==> config.mk <==
export PLATFORM = sky130hd
export DESIGN_NAME = legv8_fetch_unit
export DESIGN_NICKNAME = d
export VERILOG_FILES = /design/src/rtl/legv8_pkg.sv /design/src/rtl/legv8_fetch_unit.sv
export SDC_FILE = /design/constraint.sdc
export NUM_CORES = 1
export LEC_CHECK = 0
export BUFFER_PORTS_ARGS = -buffer_cell sky130_fd_sc_hd__buf_2
export CORE_MARGIN = 2
export CORE_UTILIZATION = 31
export DETAILED_ROUTE_END_ITERATION = 6
export HOLD_SLACK_MARGIN = 0.02
export PLACE_DENSITY = 0.62
export SYNTH_ARGS = -nofsm -noshare
export SYNTH_HDL_FRONTEND = slang
export SYNTH_SLANG_ARGS = --single-unit
export TNS_END_PERCENT = 20
==> constraint.sdc <==
create_clock -name clk -period 10.16 [get_ports clk]
set_input_delay 2.032 -clock clk [delete_from_list [all_inputs] [get_ports clk]]
set_output_delay 2.032 -clock clk [all_outputs]
set_load 0.02 [all_outputs]
==> src/rtl/legv8_pkg.sv <==
// legv8_pkg: shared fetch-stage types and constants; FETCH_ALIGN_CHECK_EN adds the FAULT state
package legv8_pkg;
   localparam int INSTR_BYTES = 4;
   localparam logic [31:0] DEFAULT_RESET_PC = 32'h0000_0000;
   typedef enum logic [2:0] {
`ifdef FETCH_ALIGN_CHECK_EN
      FAULT = 3'd4,
`endif
      IDLE  = 3'd0,
      REQ   = 3'd1,
      WAIT  = 3'd2,
      HOLD  = 3'd3
   } fetch_state_t;
endpackage

==> src/rtl/legv8_fetch_unit.sv <==
// legv8_fetch_unit: multicycle LEGv8 fetch stage (PC, one-outstanding request, IR); FETCH_ALIGN_CHECK_EN traps misaligned redirects
module legv8_fetch_unit
   import legv8_pkg::*;
#(
   parameter int INST_WIDTH = 32,
   parameter int ADDR_WIDTH = 32,
   parameter logic [ADDR_WIDTH-1:0] RESET_PC = ADDR_WIDTH'(DEFAULT_RESET_PC)
) (
   input  logic                  clk,
   input  logic                  rst,
   output logic                  mem_req_valid,
   input  logic                  mem_req_ready,
   output logic [ADDR_WIDTH-1:0] mem_req_addr,
   input  logic                  mem_rsp_valid,
   input  logic [INST_WIDTH-1:0] mem_rsp_data,
   output logic                  ir_valid,
   output logic [INST_WIDTH-1:0] ir_out,
   output logic [ADDR_WIDTH-1:0] pc_out,
   input  logic                  ir_ack,
   input  logic                  redirect_valid,
   input  logic [ADDR_WIDTH-1:0] redirect_offset,
   output logic [31:0]           fetch_count,
   output logic                  fetch_fault
);
   fetch_state_t state, state_nx;
   logic [ADDR_WIDTH-1:0] pc, target;
   logic [INST_WIDTH-1:0] ir;
   logic [31:0] count;
   logic retire, fault_hit;
   assign retire = (state == HOLD) && ir_ack;
   assign target = pc + (redirect_valid ? redirect_offset : ADDR_WIDTH'(INSTR_BYTES));
`ifdef FETCH_ALIGN_CHECK_EN
   assign fault_hit   = redirect_valid && (target[1:0] != 2'b00);
   assign fetch_fault = (state == FAULT);
`else
   assign fault_hit   = 1'b0;
   assign fetch_fault = 1'b0;
`endif
   assign mem_req_valid = (state == REQ);
   assign mem_req_addr  = pc;
   assign ir_valid      = (state == HOLD);
   assign ir_out        = ir;
   assign pc_out        = pc;
   assign fetch_count   = count;
   // state register
   always_ff @(posedge clk) begin
      state <= rst ? IDLE : state_nx;
   end
   // next-state: one request in flight, retire returns to REQ or traps
   always_comb begin
      state_nx = state;
      case (state)
         IDLE:    state_nx = REQ;
         REQ:     state_nx = mem_req_ready ? WAIT : REQ;
         WAIT:    state_nx = mem_rsp_valid ? HOLD : WAIT;
         HOLD:    state_nx = !ir_ack ? HOLD : (fault_hit ? fetch_state_t'(3'd4) : REQ);
         default: state_nx = state;
      endcase
   end
   // IR capture, PC advance/redirect (targets forced word aligned) and retire counter
   always_ff @(posedge clk) begin
      if (rst) begin
         pc    <= RESET_PC;
         ir    <= '0;
         count <= '0;
      end else begin
         if (state == WAIT && mem_rsp_valid) ir <= mem_rsp_data;
         if (retire) count <= count + 32'd1;
         if (retire && !fault_hit) pc <= target & ~ADDR_WIDTH'(3);
      end
   end
endmodule
==> metrics.md, run 1 <==
| Metric | Value |
|---|---|
| EDFF count, synth | `0` |
| Initial antenna violation count | `0` |
| Fin crit share | `46.2%` |
| Synth top area share | `between 30% and 40%` |
| Worst Path Required | `between 10 and 15 ns` |
| Crit path DAT | `between 4 and 5 ns` |
| Post-CTS Setup Repair Bufs | `0` |
| Syn Inst Count | `between 700 and 800` |
| Minimum clock period | `between 4 and 5 ns` |
| Core outline area | `17300 µm²` |
| Max_cap viols | `0` |
| Via/cell ratio | `~4.7` |
| Critical path's largest stage delay | `between 0.4 and 0.5 ns` |
| Vias in the first global route | `4620` |
| Distinct cells, synth | `51` |
| GRT Total Usage | `between 10 and 15%` |
| HP Class | `reg -> reg` |
| Cell with the most instances after synthesis | `nand2_1` |
| CTS Hold Buffers Added | `0` |
| Total routed wirelength | `14100 µm` |
| Post-synthesis async set-or-reset flop share | `0%` |
| CP max FO | `30` |
| Least-Margin Pin Slew | `1.14 ns` |
| CTS clk-pin slew, worst paths | `approximately 0.08 ns` |
| TritonCTS clock tree | `yes` |
| Clk_skew | `0.0101 ns` |
| Leak | `3.26 nW` |
| Row count | `between 40 and 50` |
| I/O Pins | `201` |
| Dpl ws | `a little over 5 ns` |
| FILL cells | `1811` |
| First-pass GRT wire length | `22300 µm` |
| PwrDens | `123 nW/µm²` |
| Finished Layout Cells | `between 1000 and 1500` |
| CP top delay family | `compound AO/OA/AOI/OAI gates` |
| Largest net degree at the start of global routing | `57` |
| Residual DRC | `0` |
| CTS Buffer Depth | `2` |
| Setup violations, final | `0` |
| Die ar. | `~19000 µm²` |
| DRT Pass-1 Iters | `4` |
| Inst Count DP | `between 1000 and 1500` |
| Status | `completed` |
| Seq/Total Area, Yosys | `around a third` |
| Critical path class | `in -> reg` |
| Vias | `5099` |
| F_max | `213 MHz` |
| Iter 0 DRT Violations | `276` |
| Ranking of synthesized cells by area | `dfxtp_1 (35%), nand2_1 (10%), a21oi_1 (7.9%)` |
| Commonest cells in the netlist | `nand2_1 (148), dfxtp_1 (96), a21oi_1 (86)` |
| Worst Setup Slack, final | `about 5.5 ns` |
| Critical path buffers and inverters | `2` |
| Root Driver | `clkbuf_16` |
| Syn avg cell area | `7.78 µm²` |
| Clock Latency Late Sink | `0.35 ns` |
| Final Max Tran Viols | `0` |
| CP Cell Sequence | `buf_2 > nand2b_1 > ha_1 > inv_1 > fa_1 > nand2b_1 > a21oi_1 > o21a_1 > o311ai_1 > nand2_1 > a221oi_2 > o221ai_1 > xor2_1 > a22o_1` |
| Setup crit start kind | `input pin` |
| Number of routed nets with antenna violations | `0` |
| Starting density of the core | `a little under a third` |
| Wire length per cell | `roughly 13 µm` |
| Relative slew slack | `between 20% and 30%` |
| Synth Cell Area | `5480 µm²` |
| Critical path endpoint category | `flop` |
| Crit-path most repeated cell | `nand2b_1` |
| Clock sinks | `96` |
| Top_reg_cell synth | `dfxtp_1` |
| RD Place Congestion | `0.821` |
| Final HPWL DP | `slightly above 10000 µm` |
| Layout Area Growth over Synthesis | `22.4%` |
| #FFs+latches synth | `96` |
| # port buffers | `slightly below 200` |
| Overflow after GRT | `0` |
| Synthesis Warnings | `0` |
| Final hold vios | `0` |
| Total CTS buffers | `9` |
| H-tree Lvls | `3` |
| Leading area contributor after synthesis | `dfxtp_1` |
| Post-cts sizing count | `0` |
| Diodes inserted | `0` |
| Die width | `roughly 140 µm` |
| Layout cells sized above 1 | `25.2%` |
| Die height | `137 µm` |
| Peak VDD IR | `0.0000688 V` |
| Critical-path top delay cell | `a221oi_2` |
| Setup total negative slack | `0 ns` |
| RSZ-0062 raised after global routing | `false` |
| Layout Nets | `952` |
## path summary, 6_finish.rpt
| check | slack (ns) | from | depth (start not counted) | to |
|---|---|---|---|---|
| hold reg to reg | 0.45 | ir_out[31]$_SDFFE_PP0P_ | 2 | ir_out[31]$_SDFFE_PP0P_ |
| setup reg to reg | 7.30 | mem_req_addr[2]$_SDFFE_PP0P_ | 12 | mem_req_addr[26]$_SDFFE_PP0P_ |
| hold / removal | 0.45 | ir_out[31]$_SDFFE_PP0P_ | 2 | ir_out[31]$_SDFFE_PP0P_ |
| setup / recovery | 5.46 | redirect_valid | 14 | mem_req_addr[26]$_SDFFE_PP0P_ |
## logic make-up after synthesis
kind of cell | Yosys count | share of synthesized area, %
other cells | 1 | 0.0684
mux | 1 | 0.183
buf+inv | 71 | 7.40
fa+ha+maj | 31 | 7.22
flops | 96 | 35.1
compound gates | 151 | 16.5
simple gates | 301 | 25.3
xor+xnor | 52 | 8.31
## worst register-to-register path: stages (launching register included)
cell	delay, ns
dfxtp_1	0.34
ha_1	0.22
inv_1	0.07
fa_1	0.17
nand2b_1	0.15
a21oi_1	0.10
o21a_1	0.20
o311ai_1	0.29
nand2_1	0.23
a221oi_2	0.45
o221ai_1	0.19
xor2_1	0.17
a22o_1	0.20
## where the power goes
group | internal (mW) | switching (mW) | leakage [nW]
sequential | 0.381 | 0.00371 | 0.774
clock | 0.201 | 0.161 | 0.151
combinational | 0.0301 | 0.0461 | 2.34
## registers in the layout, indices dropped and copies added (netlist names)
name and count:
fetch_count 32, mem_req_addr 30, ir_out 32, state 2
## metrics by stage
| stage | power (mW) | instance area, µm² | hold WS [ns] | util (%) |
|---|---|---|---|---|
| 2_1_floorplan | 0.445 | 5490 | 0.535 | - |
| 3_3_place_gp | 0.470 | 6390 | 0.440 | 37.0 |
| 3_5_place_dp | 0.470 | 6390 | 0.445 | 37.0 |
| 4_1_cts | 0.839 | 6710 | 0.455 | 38.8 |
| 5_1_grt | 0.862 | 6710 | 0.472 | 38.8 |
| 6_report | 0.823 | 6710 | 0.453 | 38.8 |
## area by class of cell
type,instances,area (µm²),share of cell area [%]
clock inverter,6,75.1,1.12
multi-input combinational,541,3170,47.2
timing repair buffer,197,998,14.9
inverter,6,22.5,0.336
sequential,96,1920,28.7
tap,225,282,4.20
clock buffer,10,239,3.56
## per-layer routing
layer | vias to the layer above | track usage (%) | wire, µm
li1 | 2648 | - | -
met1 | 2306 | 19.4 | 6620
met2 | 134 | 24.0 | 6420
met3 | 11 | 3.67 | 863
met4 | 0 | 4.35 | 156
met5 | - | 0 | 0
## cells in the final DEF (no fill, tap or decap), types with 7 or more instances in the layout
cell type  instances
xor2_1            37
buf_2            192
nand3_1           17
xnor2_1           15
and3_1            17
dfxtp_1           96
a21oi_1           86
o21ai_1           12
ha_1              30
a21o_1            17
o21ai_0            9
and2_1            28
nor2_1            51
nand4_1            7
nand2_1          148
clkbuf_16          9
No activity file was read; power rests on OpenSTA's default activity.
==> inputs of run 2 (changes only) <==
--- a/config.mk
+++ b/config.mk
@@ -5,6 +5,7 @@
 export SDC_FILE = /design/constraint.sdc
 export NUM_CORES = 1
 export LEC_CHECK = 0
+export ABC_AREA = 1
 export BUFFER_PORTS_ARGS = -buffer_cell sky130_fd_sc_hd__buf_2
 export CORE_MARGIN = 2
 export CORE_UTILIZATION = 31
==> constraint.sdc (replaced) <==
create_clock -name clk -period 4.3 [get_ports clk]
set_input_delay 0.86 -clock clk [delete_from_list [all_inputs] [get_ports clk]]
set_output_delay 0.86 -clock clk [all_outputs]
set_load 0.02 [all_outputs]
==> run 2 against run 1 <==
Against the previous run:
- sequential power rose by 140%
- synthesized area rose by 25%
- final cell count rose by 43%
- hold slack got worse by 0.012 ns
- non-clock buffer count fell by 1
- critical path type unchanged
- largest power group unchanged
- highest routed layer unchanged
==> metrics.md, run 2 <==
| Metric | Value |
|---|---|
| Least-Margin Pin Slew | `0.817 ns (-0.326 ns)` |
| Syn Inst Count | `1116 (+59%)` |
| Inst Count DP | `1533 (+44%)` |
| Finished Layout Cells | `1549 (+43%)` |
| Top_reg_cell synth | `dfxtp_1` |
| # port buffers | `193 (unchanged)` |
| R2R cell count | `13 (+1)` |
| First-pass GRT wire length | `31100 µm (+39%)` |
| Setup total negative slack | `0 ns (unchanged)` |
| Reg area | `1920 µm² (unchanged)` |
| Syn avg cell area | `6.11 µm² (-21%)` |
| CTS Buffer Depth | `2 (unchanged)` |
| TritonCTS clock tree | `yes` |
| Critical path's largest stage delay | `0.40 ns (-0.05 ns)` |
| Initial antenna violation count | `0 (unchanged)` |
| Die width | `152 µm (+11%)` |
| RSZ-0062 raised after global routing | `false` |
| Relative slew slack | `45.4% (+22 points)` |
| Cell with the most instances after synthesis | `nand2_1` |
| Largest net degree at the start of global routing | `65 (+14%)` |
| CP Cell Sequence | `buf_2 > nand2_1 > ha_1 > inv_1 > fa_1 > inv_1 > nand3_1 > nand3_1 > nand3_1 > nand3_1 > nand2_1 > nand3_1 > nand2_1 > nor2_1 > nor2_1` |
| Die height | `152 µm (+11%)` |
| Layout cells sized above 1 | `18.0% (-7.2 points)` |
| Ranking of synthesized cells by area | `dfxtp_1 (28%), nand2_1 (18%), inv_1 (12%)` |
| HP Class | `reg -> reg` |
| FILL cells | `2399 (+32%)` |
| Worst Path Required | `4.55 ns (-5.86 ns)` |
| Layout Nets | `1365 (+43%)` |
| Post-cts sizing count | `0 (unchanged)` |
| Most common cell after layout, fill and taps aside | `nand2_1` |
| RR Startpoint | `mem_req_addr[2]$_SDFFE_PP0P_` |
| DP Area | `7810 µm² (+22%)` |
| F_max | `346 MHz` |
| Status | `completed` |
| R2r endpoint | `mem_req_addr[30]$_SDFFE_PP0P_` |
| Critical path class | `in -> reg` |
| Crit-path most repeated cell | `nand3_1` |
| Minimum clock period | `2.89 ns` |
| Critical path endpoint category | `flop` |
| PwrDens | `247 nW/µm² (+100%)` |
| Seq/Total Area, Yosys | `28.2% (-6.9 points)` |
| Final Max Tran Viols | `0 (unchanged)` |
| Clock Latency Late Sink | `0.36 ns (about the same)` |
| Diodes inserted | `0 (unchanged)` |
| CP top delay family | `simple AND/OR/NAND/NOR gates` |
| Number of routed nets with antenna violations | `0 (unchanged)` |
| EDFF count, synth | `0 (unchanged)` |
| CTS Hold Buffers Added | `0 (unchanged)` |
| Die ar. | `23200 µm² (+24%)` |
| GRT Total Usage | `16.2% (+1.4 points)` |
| Leak | `4.48 nW (+37%)` |
| Commonest cells in the netlist | `nand2_1 (320), inv_1 (219), dfxtp_1 (96)` |
| Via/cell ratio | `4.50 (-4.7%)` |
| I/O Pins | `201 (unchanged)` |
| Setup violations, final | `0 (unchanged)` |
| Overflow after GRT | `0 (unchanged)` |
| Peak VDD IR | `0.000139 V (+100%)` |
| Crit path DAT | `3.14 ns (-1.81 ns)` |
| Residual DRC | `0 (unchanged)` |
| Final hold vios | `0 (unchanged)` |
| Core outline area | `21700 µm² (+25%)` |
| Wire length per cell | `12.3 µm (-5.6%)` |
| Final HPWL DP | `14700 µm (+43%)` |
| Critical-path top delay cell | `fa_1` |
| Post-CTS Setup Repair Bufs | `0 (unchanged)` |
| Synth top area share | `28.2% (-6.9 points)` |
| Starting density of the core | `31.5% (-0.21 points)` |
| Clk_skew | `0.0134 ns (+0.00338 ns)` |
| Fin crit share | `between 60% and 70%` |
| Hold path start | `ir_out[10]$_SDFFE_PP0P_` |
| RD Place Congestion | `0.910 (+11%)` |
| Synthesis Warnings | `0 (unchanged)` |
| Max_cap viols | `0 (unchanged)` |
| Fin util | `37.3% (-1.5 points)` |
| Hold Worst Slack | `0.440 ns (-0.0124 ns)` |
| Area of the multi-input gates | `3710 µm² (+17%)` |
| Vias | `6963 (+37%)` |
| Critical path buffers and inverters | `3 (+1)` |
| H-tree Lvls | `3 (unchanged)` |
| Vias in the first global route | `6294 (+36%)` |
| Layout Area Growth over Synthesis | `18.5%` |
| Worst R2R Setup Slack | `1.91 ns (-5.39 ns)` |
| Post-synthesis async set-or-reset flop share | `0% (unchanged)` |
| WHS Path Cells | `2 (unchanged)` |
| Total routed wirelength | `19000 µm (+35%)` |
| Root Driver | `clkbuf_16` |
| Row count | `54 (+13%)` |
| Synth Cell Area | `6820 µm² (+25%)` |
| End of the worst hold path | `ir_out[10]$_SDFFE_PP0P_` |
| Finished layout cell area | `8090 µm² (+21%)` |
| #FFs+latches synth | `96 (unchanged)` |
| Total CTS buffers | `9 (unchanged)` |
| Clock sinks | `96 (unchanged)` |
| Iter 0 DRT Violations | `358 (+30%)` |
| DRT Pass-1 Iters | `5 (+1)` |
| CP max FO | `30 (unchanged)` |
| Crit. path cell count | `15 (+1)` |
| Distinct cells, synth | `38 (-25%)` |
| Leading area contributor after synthesis | `dfxtp_1` |
| Setup crit start kind | `input pin` |
| CTS clk-pin slew, worst paths | `0.07 ns (about the same)` |
| Most frequent cells in the layout | `nand2_1 (320), inv_1 (218), buf_2 (193), dfxtp_1 (96), a21oi_1 (84)` |
run 2: cell type report:
cell class                 count  share of cell area [%]
clock buffer                  10                    2.83
clock inverter                 6                   0.619
inverter                     223                    10.3
multi-input combinational    738                    45.9
sequential                    96                    23.8
tap                          280                    4.33
timing repair buffer         196                    12.2
run 2: logic make-up after synthesis:
logic type / Yosys count / synth area share, %
AO/OA/AOI/OAI: 182 / 14.7
XOR/XNOR: 22 / 2.82
adder cells (fa/ha/maj): 31 / 5.79
buffers and inverters: 286 / 17.7
flip-flops: 96 / 28.2
other: 1 / 0.0550
AND/OR/NAND/NOR: 498 / 30.7
run 2: where the power goes:
group          leakage, nW  total (mW)  internal (mW)  switching (mW)
Combinational         3.56       0.264         0.0953           0.169
Clock                0.136       0.808          0.404           0.405
Sequential           0.776       0.925          0.909          0.0165
Total                 4.48        2.00           1.41           0.590
run 2: per-stage QoR:
| stage | worst slack [ns] | total power, mW |
|---|---|---|
| finish | 1.41 | 2.00 |
| global route | 1.16 | 2.10 |
| CTS | 1.44 | 2.03 |
| detailed placement | 1.05 | 1.21 |
| global placement | 1.09 | 1.21 |
| floorplan | 1.59 | 1.13 |
run 2: how the worst max path moves through the flow:
stage / from / end / slack, ns
after global routing: redirect_valid / mem_req_addr[30]$_SDFFE_PP0P_ / 1.16
after global placement: redirect_valid / mem_req_addr[22]$_SDFFE_PP0P_ / 1.09
after detailed placement: redirect_valid / mem_req_addr[30]$_SDFFE_PP0P_ / 1.05
final: redirect_valid / mem_req_addr[30]$_SDFFE_PP0P_ / 1.41
after floorplan: redirect_valid / mem_req_addr[22]$_SDFFE_PP0P_ / 1.59
after CTS: redirect_valid / mem_req_addr[30]$_SDFFE_PP0P_ / 1.44
run 2: layer usage:
metal / up-vias / share of wire, % / track usage (%)
met5: - / 0 / 0
met4: 0 / 1.8 / 5.03
met3: 19 / 4.8 / 2.28
met2: 175 / 46 / 27.5
met1: 3060 / 48 / 21.4
li1: 3709 / - / -
run 2: tightest hold or removal path: stages (launching register included):
cell and delay (ns):
dfxtp_1 0.31, inv_1 0.04, a21oi_1 0.05
